[src/rtl/kl10_diag_pkg.sv]
// kl10_diag_pkg: shared definitions for the KL10 diagnostic EBUS masters.
// Holds diag function codes, the dram_loader state encoding and the DRAM
// entry field widths.
//
// Bit numbering: the KL10 numbers bits MSB-first (bit 0 is the most
// significant). Vectors here are declared [W-1:0], so KL10 bit i of a W-bit
// field lives at index W-1-i. Numeric values are identical either way.
package kl10_diag_pkg;

  // DRAM entry field widths and bus widths
  localparam int DRAM_ADDR_W = 9;
  localparam int DRAM_AB_W   = 3;
  localparam int DRAM_J_W    = 4;
  localparam int IR_W        = 13;
  localparam int EBUS_W      = 36;
  localparam int DIAG_FUNC_W = 9;

  // Diag function codes: five DRAM load functions and two readback functions
  localparam logic [DIAG_FUNC_W-1:0] DIAG_LD_XY_EVEN = 9'o060;
  localparam logic [DIAG_FUNC_W-1:0] DIAG_LD_XY_ODD  = 9'o061;
  localparam logic [DIAG_FUNC_W-1:0] DIAG_LD_J_COM   = 9'o062;
  localparam logic [DIAG_FUNC_W-1:0] DIAG_LD_J_EVEN  = 9'o063;
  localparam logic [DIAG_FUNC_W-1:0] DIAG_LD_J_ODD   = 9'o064;
  localparam logic [DIAG_FUNC_W-1:0] DIAG_RD_130     = 9'o130;
  localparam logic [DIAG_FUNC_W-1:0] DIAG_RD_131     = 9'o131;

  // dram_loader sequencer states
  typedef enum logic [2:0] {
    DL_IDLE   = 3'd0,
    DL_ADDR   = 3'd1,
    DL_DRADR  = 3'd2,
    DL_SETUP  = 3'd3,
    DL_STROBE = 3'd4,
    DL_READ   = 3'd5,
    DL_DONE   = 3'd6
  } dl_state_e;

  // Phase index k -> diag function code (0..4 loads, 5..6 readbacks)
  function automatic logic [DIAG_FUNC_W-1:0] diag_func_for(input logic [2:0] k);
    logic [DIAG_FUNC_W-1:0] f;
    case (k)
      3'd0:    f = DIAG_LD_XY_EVEN;
      3'd1:    f = DIAG_LD_XY_ODD;
      3'd2:    f = DIAG_LD_J_COM;
      3'd3:    f = DIAG_LD_J_EVEN;
      3'd4:    f = DIAG_LD_J_ODD;
      3'd5:    f = DIAG_RD_130;
      3'd6:    f = DIAG_RD_131;
      default: f = '0;
    endcase
    return f;
  endfunction

endpackage

[src/rtl/dram_entry_pack.sv]
// dram_entry_pack: combinational EBUS packer for the five DRAM load
// functions. Given phase index k and the captured entry fields it produces
// the 36-bit EBUS word and the even/odd entry parity bits.
// Parity is chosen so each full entry (A, B, J common, J low, P) has odd parity.
module dram_entry_pack
  import kl10_diag_pkg::*;
(
  input  logic [2:0]           k,
  input  logic [DRAM_AB_W-1:0] even_a,
  input  logic [DRAM_AB_W-1:0] even_b,
  input  logic [DRAM_AB_W-1:0] odd_a,
  input  logic [DRAM_AB_W-1:0] odd_b,
  input  logic [DRAM_J_W-1:0]  j_common,
  input  logic [DRAM_J_W-1:0]  j_even,
  input  logic [DRAM_J_W-1:0]  j_odd,
  output logic [EBUS_W-1:0]    ebus,
  output logic                 par_even,
  output logic                 par_odd
);

  assign par_even = ~^{even_a, even_b, j_common, j_even};
  assign par_odd  = ~^{odd_a, odd_b, j_common, j_odd};

  // Place the selected fields at their KL10 EBUS bit positions; all else 0
  always_comb begin
    ebus = '0;
    case (k)
      3'd0: begin                // EBUS 0:2 = A, 3:5 = B, 6 = P (even)
        ebus[35:33] = even_a;
        ebus[32:30] = even_b;
        ebus[29]    = par_even;
      end
      3'd1: begin                // same layout, odd entry
        ebus[35:33] = odd_a;
        ebus[32:30] = odd_b;
        ebus[29]    = par_odd;
      end
      3'd2: ebus[34:31] = j_common;   // EBUS 1:4
      3'd3: ebus[33:30] = j_even;     // EBUS 2:5
      3'd4: ebus[33:30] = j_odd;      // EBUS 2:5
      default: ebus = '0;
    endcase
  end

endmodule

[src/rtl/dram_loader.sv]
// dram_loader: diagnostic-side writer for the IR board dispatch RAM.
// Captures one even/odd DRAM entry pair on start, latches the pair address
// through IR and DRADR, then issues diag functions 060..064 over EBUS, each
// as SETUP_CYCLES of stable data followed by STROBE_CYCLES of diagStrobe.
//
// Optional feature macro: DRAM_LOADER_VERIFY_EN
//   Adds two readback phases (functions 130, 131) before DONE, compares the
//   returned address bits against the captured address and sets a sticky
//   error on mismatch. Undefined: diagRead and error are tied low.
//
// Vectors are [W-1:0]; KL10 bit i of a W-bit field is index W-1-i.
module dram_loader
  import kl10_diag_pkg::*;
#(
  parameter int SETUP_CYCLES  = 1,
  parameter int STROBE_CYCLES = 2
) (
  input  logic                   clk,
  input  logic                   resetN,
  input  logic                   start,
  input  logic [DRAM_ADDR_W-1:0] dramAddr,
  input  logic [DRAM_AB_W-1:0]   evenA,
  input  logic [DRAM_AB_W-1:0]   evenB,
  input  logic [DRAM_AB_W-1:0]   oddA,
  input  logic [DRAM_AB_W-1:0]   oddB,
  input  logic [DRAM_J_W-1:0]    jCommon,
  input  logic [DRAM_J_W-1:0]    jEven,
  input  logic [DRAM_J_W-1:0]    jOdd,
  input  logic [EBUS_W-1:0]      ebusIn,
  output logic                   busy,
  output logic                   done,
  output logic [IR_W-1:0]        irData,
  output logic                   loadIR,
  output logic                   loadDRAM,
  output logic [DIAG_FUNC_W-1:0] diagFunc,
  output logic                   diagStrobe,
  output logic                   diagRead,
  output logic                   ebusDrive,
  output logic [EBUS_W-1:0]      ebusOut,
  output logic                   error
);

  localparam logic [2:0] ST_IDLE   = DL_IDLE;
  localparam logic [2:0] ST_ADDR   = DL_ADDR;
  localparam logic [2:0] ST_DRADR  = DL_DRADR;
  localparam logic [2:0] ST_SETUP  = DL_SETUP;
  localparam logic [2:0] ST_STROBE = DL_STROBE;
  localparam logic [2:0] ST_READ   = DL_READ;
  localparam logic [2:0] ST_DONE   = DL_DONE;

  localparam int MAX_CYC = (SETUP_CYCLES > STROBE_CYCLES) ? SETUP_CYCLES : STROBE_CYCLES;
  localparam int CYC_W   = $clog2(MAX_CYC) + 1;
  localparam logic [CYC_W-1:0] SETUP_LAST  = CYC_W'(SETUP_CYCLES - 1);
  localparam logic [CYC_W-1:0] STROBE_LAST = CYC_W'(STROBE_CYCLES - 1);

  // Phase index: 0..4 are EBUS loads, 5..6 (verify only) are readbacks
  localparam logic [2:0] K_LAST_WRITE = 3'd4;
`ifdef DRAM_LOADER_VERIFY_EN
  localparam logic [2:0] K_RD_FIRST   = 3'd5;
  localparam logic [2:0] K_LAST       = 3'd6;
`else
  localparam logic [2:0] K_LAST       = 3'd4;
`endif

  logic [2:0]       state_reg, state_next;
  logic [2:0]       k_reg, k_next;
  logic [CYC_W-1:0] cyc_reg, cyc_next;

  // Captured entry; the address keeps only KL10 bits 0..7 (bit 8 is forced 0)
  logic [7:0]           addr_reg;
  logic [DRAM_AB_W-1:0] even_a_reg, even_b_reg, odd_a_reg, odd_b_reg;
  logic [DRAM_J_W-1:0]  j_common_reg, j_even_reg, j_odd_reg;

  logic              accept;
  logic              in_phase;
  logic              write_phase;
  logic [EBUS_W-1:0] pack_ebus;
  logic              par_even_unused, par_odd_unused;
  logic              addr_lsb_unused;

  assign accept          = (state_reg == ST_IDLE) && start;
  assign addr_lsb_unused = dramAddr[0];

  // Sequencer registers; async reset abandons any partial write
  always_ff @(posedge clk or negedge resetN) begin
    if (!resetN) begin
      state_reg <= ST_IDLE;
      k_reg     <= '0;
      cyc_reg   <= '0;
    end else begin
      state_reg <= state_next;
      k_reg     <= k_next;
      cyc_reg   <= cyc_next;
    end
  end

  // Capture all data inputs on the accepted start; later changes are ignored
  always_ff @(posedge clk or negedge resetN) begin
    if (!resetN) begin
      addr_reg     <= '0;
      even_a_reg   <= '0;
      even_b_reg   <= '0;
      odd_a_reg    <= '0;
      odd_b_reg    <= '0;
      j_common_reg <= '0;
      j_even_reg   <= '0;
      j_odd_reg    <= '0;
    end else if (accept) begin
      addr_reg     <= dramAddr[8:1];
      even_a_reg   <= evenA;
      even_b_reg   <= evenB;
      odd_a_reg    <= oddA;
      odd_b_reg    <= oddB;
      j_common_reg <= jCommon;
      j_even_reg   <= jEven;
      j_odd_reg    <= jOdd;
    end
  end

  // Next-state: address latch, then SETUP/STROBE (or SETUP/READ) per phase
  always_comb begin
    state_next = state_reg;
    k_next     = k_reg;
    cyc_next   = cyc_reg;
    case (state_reg)
      ST_IDLE: begin
        if (start) begin
          state_next = ST_ADDR;
          k_next     = '0;
          cyc_next   = '0;
        end
      end
      ST_ADDR:  state_next = ST_DRADR;
      ST_DRADR: begin
        state_next = ST_SETUP;
        k_next     = '0;
        cyc_next   = '0;
      end
      ST_SETUP: begin
        if (cyc_reg == SETUP_LAST) begin
          cyc_next   = '0;
          state_next = (k_reg > K_LAST_WRITE) ? ST_READ : ST_STROBE;
        end else begin
          cyc_next = cyc_reg + 1'b1;
        end
      end
      ST_STROBE, ST_READ: begin
        if (cyc_reg == STROBE_LAST) begin
          cyc_next = '0;
          if (k_reg == K_LAST) begin
            state_next = ST_DONE;
          end else begin
            k_next     = k_reg + 3'd1;
            state_next = ST_SETUP;
          end
        end else begin
          cyc_next = cyc_reg + 1'b1;
        end
      end
      ST_DONE: state_next = ST_IDLE;
      default: state_next = ST_IDLE;
    endcase
  end

  dram_entry_pack u_pack (
    .k        (k_reg),
    .even_a   (even_a_reg),
    .even_b   (even_b_reg),
    .odd_a    (odd_a_reg),
    .odd_b    (odd_b_reg),
    .j_common (j_common_reg),
    .j_even   (j_even_reg),
    .j_odd    (j_odd_reg),
    .ebus     (pack_ebus),
    .par_even (par_even_unused),
    .par_odd  (par_odd_unused)
  );

  assign in_phase    = (state_reg == ST_SETUP) || (state_reg == ST_STROBE) ||
                       (state_reg == ST_READ);
  assign write_phase = in_phase && (k_reg <= K_LAST_WRITE);

  // Moore output decode; IDLE and DONE present an idle bus
  always_comb begin
    busy       = (state_reg != ST_IDLE);
    done       = (state_reg == ST_DONE);
    loadIR     = (state_reg == ST_ADDR);
    loadDRAM   = (state_reg == ST_DRADR);
    irData     = '0;
    if ((state_reg == ST_ADDR) || (state_reg == ST_DRADR)) begin
      irData = {addr_reg, 1'b0, 4'b0000};
    end
    diagFunc   = in_phase ? diag_func_for(k_reg) : '0;
    diagStrobe = (state_reg == ST_STROBE);
    ebusDrive  = write_phase;
    ebusOut    = write_phase ? pack_ebus : '0;
  end

`ifdef DRAM_LOADER_VERIFY_EN
  logic error_reg;
  logic read_last;
  logic read_mismatch;
  logic ebus_in_unused;

  assign read_last      = (state_reg == ST_READ) && (cyc_reg == STROBE_LAST);
  assign ebus_in_unused = ^ebusIn[29:0];

  // 130 returns address bits 0:2 on EBUS 3:5; 131 returns bits 3:7,0 on EBUS 0:5
  always_comb begin
    read_mismatch = 1'b0;
    if (k_reg == K_RD_FIRST) begin
      read_mismatch = (ebusIn[32:30] != addr_reg[7:5]);
    end else begin
      read_mismatch = (ebusIn[35:30] != {addr_reg[4:0], 1'b0});
    end
  end

  // Sticky readback error, cleared when the next request is accepted
  always_ff @(posedge clk or negedge resetN) begin
    if (!resetN) begin
      error_reg <= 1'b0;
    end else if (accept) begin
      error_reg <= 1'b0;
    end else if (read_last && read_mismatch) begin
      error_reg <= 1'b1;
    end
  end

  assign diagRead = (state_reg == ST_READ);
  assign error    = error_reg;
`else
  logic ebus_in_unused;
  assign ebus_in_unused = ^ebusIn;
  assign diagRead       = 1'b0;
  assign error          = 1'b0;
`endif

endmodule

[config.mk]
export PLATFORM = sky130hd
export DESIGN_NAME = dram_loader
export DESIGN_NICKNAME = d
export VERILOG_FILES = /design/src/rtl/kl10_diag_pkg.sv /design/src/rtl/dram_entry_pack.sv /design/src/rtl/dram_loader.sv
export SDC_FILE = /design/constraint.sdc
export NUM_CORES = 1
export LEC_CHECK = 0
export CORE_MARGIN = 3
export CORE_UTILIZATION = 37
export DETAILED_ROUTE_END_ITERATION = 12
export PLACE_DENSITY = 0.75
export SLEW_MARGIN = 0
export SYNTH_ARGS = -nofsm -noshare
export SYNTH_HDL_FRONTEND = slang
export SYNTH_SLANG_ARGS = --single-unit
[constraint.sdc]
create_clock -name clk -period 2.3 [get_ports clk]
set_input_delay 0.46 -clock clk [delete_from_list [all_inputs] [get_ports clk]]
set_output_delay 0.46 -clock clk [all_outputs]
set_load 0.02 [all_outputs]
==> results_dict.tcl <==
set metrics [dict create \
    grt_pass1_wl_um 10000 \
    yosysWarnings 0 \
    yosysSeqAreaShare_pct 36.8 \
    synthAdderAreaFrac_pct 4.14 \
    ctsHoldBuffers 0 \
    power_density_nw_per_um2 1550 \
    ys.flop_type "dfrtp_1" \
    drv_cap 0 \
    fmax_ghz 0.424 \
    violations "negative setup slack" \
    largest_reg_flops 8 \
    worstReg2RegStart "state_reg[1]$_DFFE_PN0P_" \
    die_y_um 91.8 \
    placed_cells_incl_taps 441 \
    finalNonFillerCells 449 \
    tns_ns -0.102 \
    synth_compound_area_share_pct 7.67 \
    num_vias 2059 \
    crit_fanout 3 \
    synth_top_area_share_pct 36.8 \
    design_area_um2 3730 \
    io_buffers 62 \
    hold_violations 0 \
    synthCells 252 \
    antenna_found_initial 0 \
    rsz0062_at_grt "yes" \
    synthMuxAreaShare_pct 16.4 \
    initialDrtViolationCount 61 \
    clk_pin_slew_worst_paths_ns 0.08 \
    ant_nets 0 \
    n_antenna_cell 0 \
    grt_pass1_vias 2115 \
    synth_area_um2 2720 \
    r2r-end "j_odd_reg[1]$_DFFE_PN0P_" \
    holdWs_ns 0.104 \
    dieArea_um2 8420 \
    r2r_slack_ns 0.39 \
    synth_most_common_cell "buf_4" \
    drive_gt1_share_pct 35.4 \
    fin_util_pct 53.5 \
    grt_max_degree 33 \
    drv_slew 0 \
    avgSynthCellArea_um2 10.8 \
    grt_usage_pct 14.7 \
    viasPerCell 4.59 \
    clk_latency_ns 0.29 \
    cts_tree "done" \
    yosysTopAreaCell "dfrtp_1" \
    layout_worst_path_cycle_share_pct 103 \
    critPathArrivalTime_ns 1.90 \
    dp_hpwl_um 4630 \
    placementRows 30 \
    ys_ff_latch 40 \
    cts-htree-levels 2 \
    synth_commonest_cells "buf_4 (41), dfrtp_1 (40), mux2_2 (35)" \
    drc 0 \
    rr_worst_depth 6 \
    crit_required_ns 1.84 \
    coreArea_um2 6980 \
    layout_setup_ws_ns -0.0580 \
    layout_min_cycle_time_ns 2.36 \
    clock_path_buffers 2 \
    nets 433 \
    wl_per_cell_um 14.1 \
    synth-edff-count 0 \
    cp-endpoint "ebusOut[29]" \
    hold_class "input pin to asynchronous set/reset pin" \
    io_pins 138 \
    ys_types 42 \
    synthToLayoutAreaGrowth_pct 37.1 \
    postRouteWirelength_um 6330 \
    p_leak_nw 1.74 \
    place_area_um2 3560 \
    async_flop_share_pct 100 \
    place.gp.congestion 0.780 \
    die_w_um 91.8 \
    fill_cells 644 \
    irDropWorstVdd_v 0.000652 \
    initial_core_util_pct 39.0 \
    cts_root_buf "clkbuf_8" \
    criticalPathCategory "flip-flop to primary output" \
    synthTopCellsByArea "dfrtp_1 (37%), mux2_2 (14%), buf_4 (11%), xnor2_1 (4.5%), ha_1 (4.1%)" \
    clock-sinks 40 \
    synthSimpleGateAreaFrac_pct 10.4 \
    synth_xor_area_share_pct 8.46 \
    status "finished, violations left" \
    critPathLaunch "j_even_reg[1]$_DFFE_PN0P_" \
    dr.pass1.iters 4 \
    grt-ovfl-total 0 \
    cts_buffers 5 \
    cp-start-kind "flip-flop" \
    setup_viol 4 \
    worstSetupEndpointType "primary output" \
    synth_top_family_by_area "multiplexers" \
    clock_skew_ns 0.00586 \
]
==> layer usage <==
metal	part of all wire, %	track usage, %	vias up
met5	0	0	-
met4	0.73	3.47	0
met3	7.1	4.59	5
met2	50	26.0	79
met1	42	17.2	984
li1	-	-	991
==> where the power goes <==
group | internal (W) | total (W) | leakage (nW) | switching (W)
combinational | 0.00211 | 0.00386 | 1.19 | 0.00174
clock | 0.000383 | 0.000633 | 0.0645 | 0.000250
sequential | 0.00104 | 0.00129 | 0.483 | 0.000244
==> how the worst min path moves through the flow <==
stage	end	slack (ns)	cells past startpoint
5_1_grt	odd_a_reg[2]$_DFFE_PN0P_	0.12	1
3_5_place_dp	odd_a_reg[2]$_DFFE_PN0P_	0.43	1
6_report	even_a_reg[2]$_DFFE_PN0P_	0.10	1
4_1_cts	j_even_reg[2]$_DFFE_PN0P_	0.11	1
3_3_place_gp	odd_a_reg[2]$_DFFE_PN0P_	0.43	1
2_1_floorplan	addr_reg[0]$_DFFE_PN0P_	0.16	0
==> timing repair <==
action | in CTS | in global routing
setup endpoints to repair | 26 | 15
buffers inserted | 1 | 1
cloned | 0 | 0
gates resized for setup | 76 | 25
pin swaps | 7 | 12
==> critical path, cell delays in order, from the launching register on <==
cell	delay, ns
dfrtp_1	0.41
xnor2_1	0.21
xnor3_1	0.45
xnor3_1	0.23
o22ai_4	0.17
buf_6	0.14
==> cell usage in the layout (no fill, tap or decap), types with 3 or more instances in the layout <==
cell type	synthesis	routed
clkbuf_8	0	7
nor2_1	12	10
mux2_2	35	35
a222oi_1	6	6
dfrtp_1	40	39
a21oi_1	7	6
buf_6	2	5
ha_2	0	3
xnor3_1	4	4
o21ai_0	7	5
mux2i_1	3	3
ha_4	0	3
xnor2_1	14	14
and2_1	10	10
buf_4	41	46
inv_1	10	8
buf_2	2	4
conb_1	1	38
dlygate4sd2_1	0	14
nor3_1	4	3
nand2_1	10	10
ha_1	9	3
clkdlybuf4s50_1	0	34
==> final cells by class <==
type	count	area, µm²	area share (%)
repair buffers	107	927	24.8
inverters	10	37.5	1.01
well taps	96	120	3.22
clock buffers	7	96.3	2.58
flip-flops and latches	40	1000	26.9
multi-input cells	188	1520	40.7
clock inverters	1	30.0	0.805
==> cells by family (layout without fill, tap and decap cells) <==
group,Yosys count,after routing
AND/OR/NAND/NOR,52,52
AO/OA/AOI/OAI,29,29
XOR/XNOR,20,20
other,1,38
adder cells (fa/ha/maj),9,9
flip-flops,40,40
multiplexers,40,40
buffers and inverters,61,125
==> per-stage QoR <==
stage | setup slack, ns | total power (W)
floorplan | 0.0395 | 0.00387
global route | -0.135 | 0.00614
finish | -0.0580 | 0.00578
global placement | -0.322 | 0.00502
detailed placement | -0.328 | 0.00511
CTS | -0.195 | 0.00561
No activity file was read; power rests on OpenSTA's default activity.
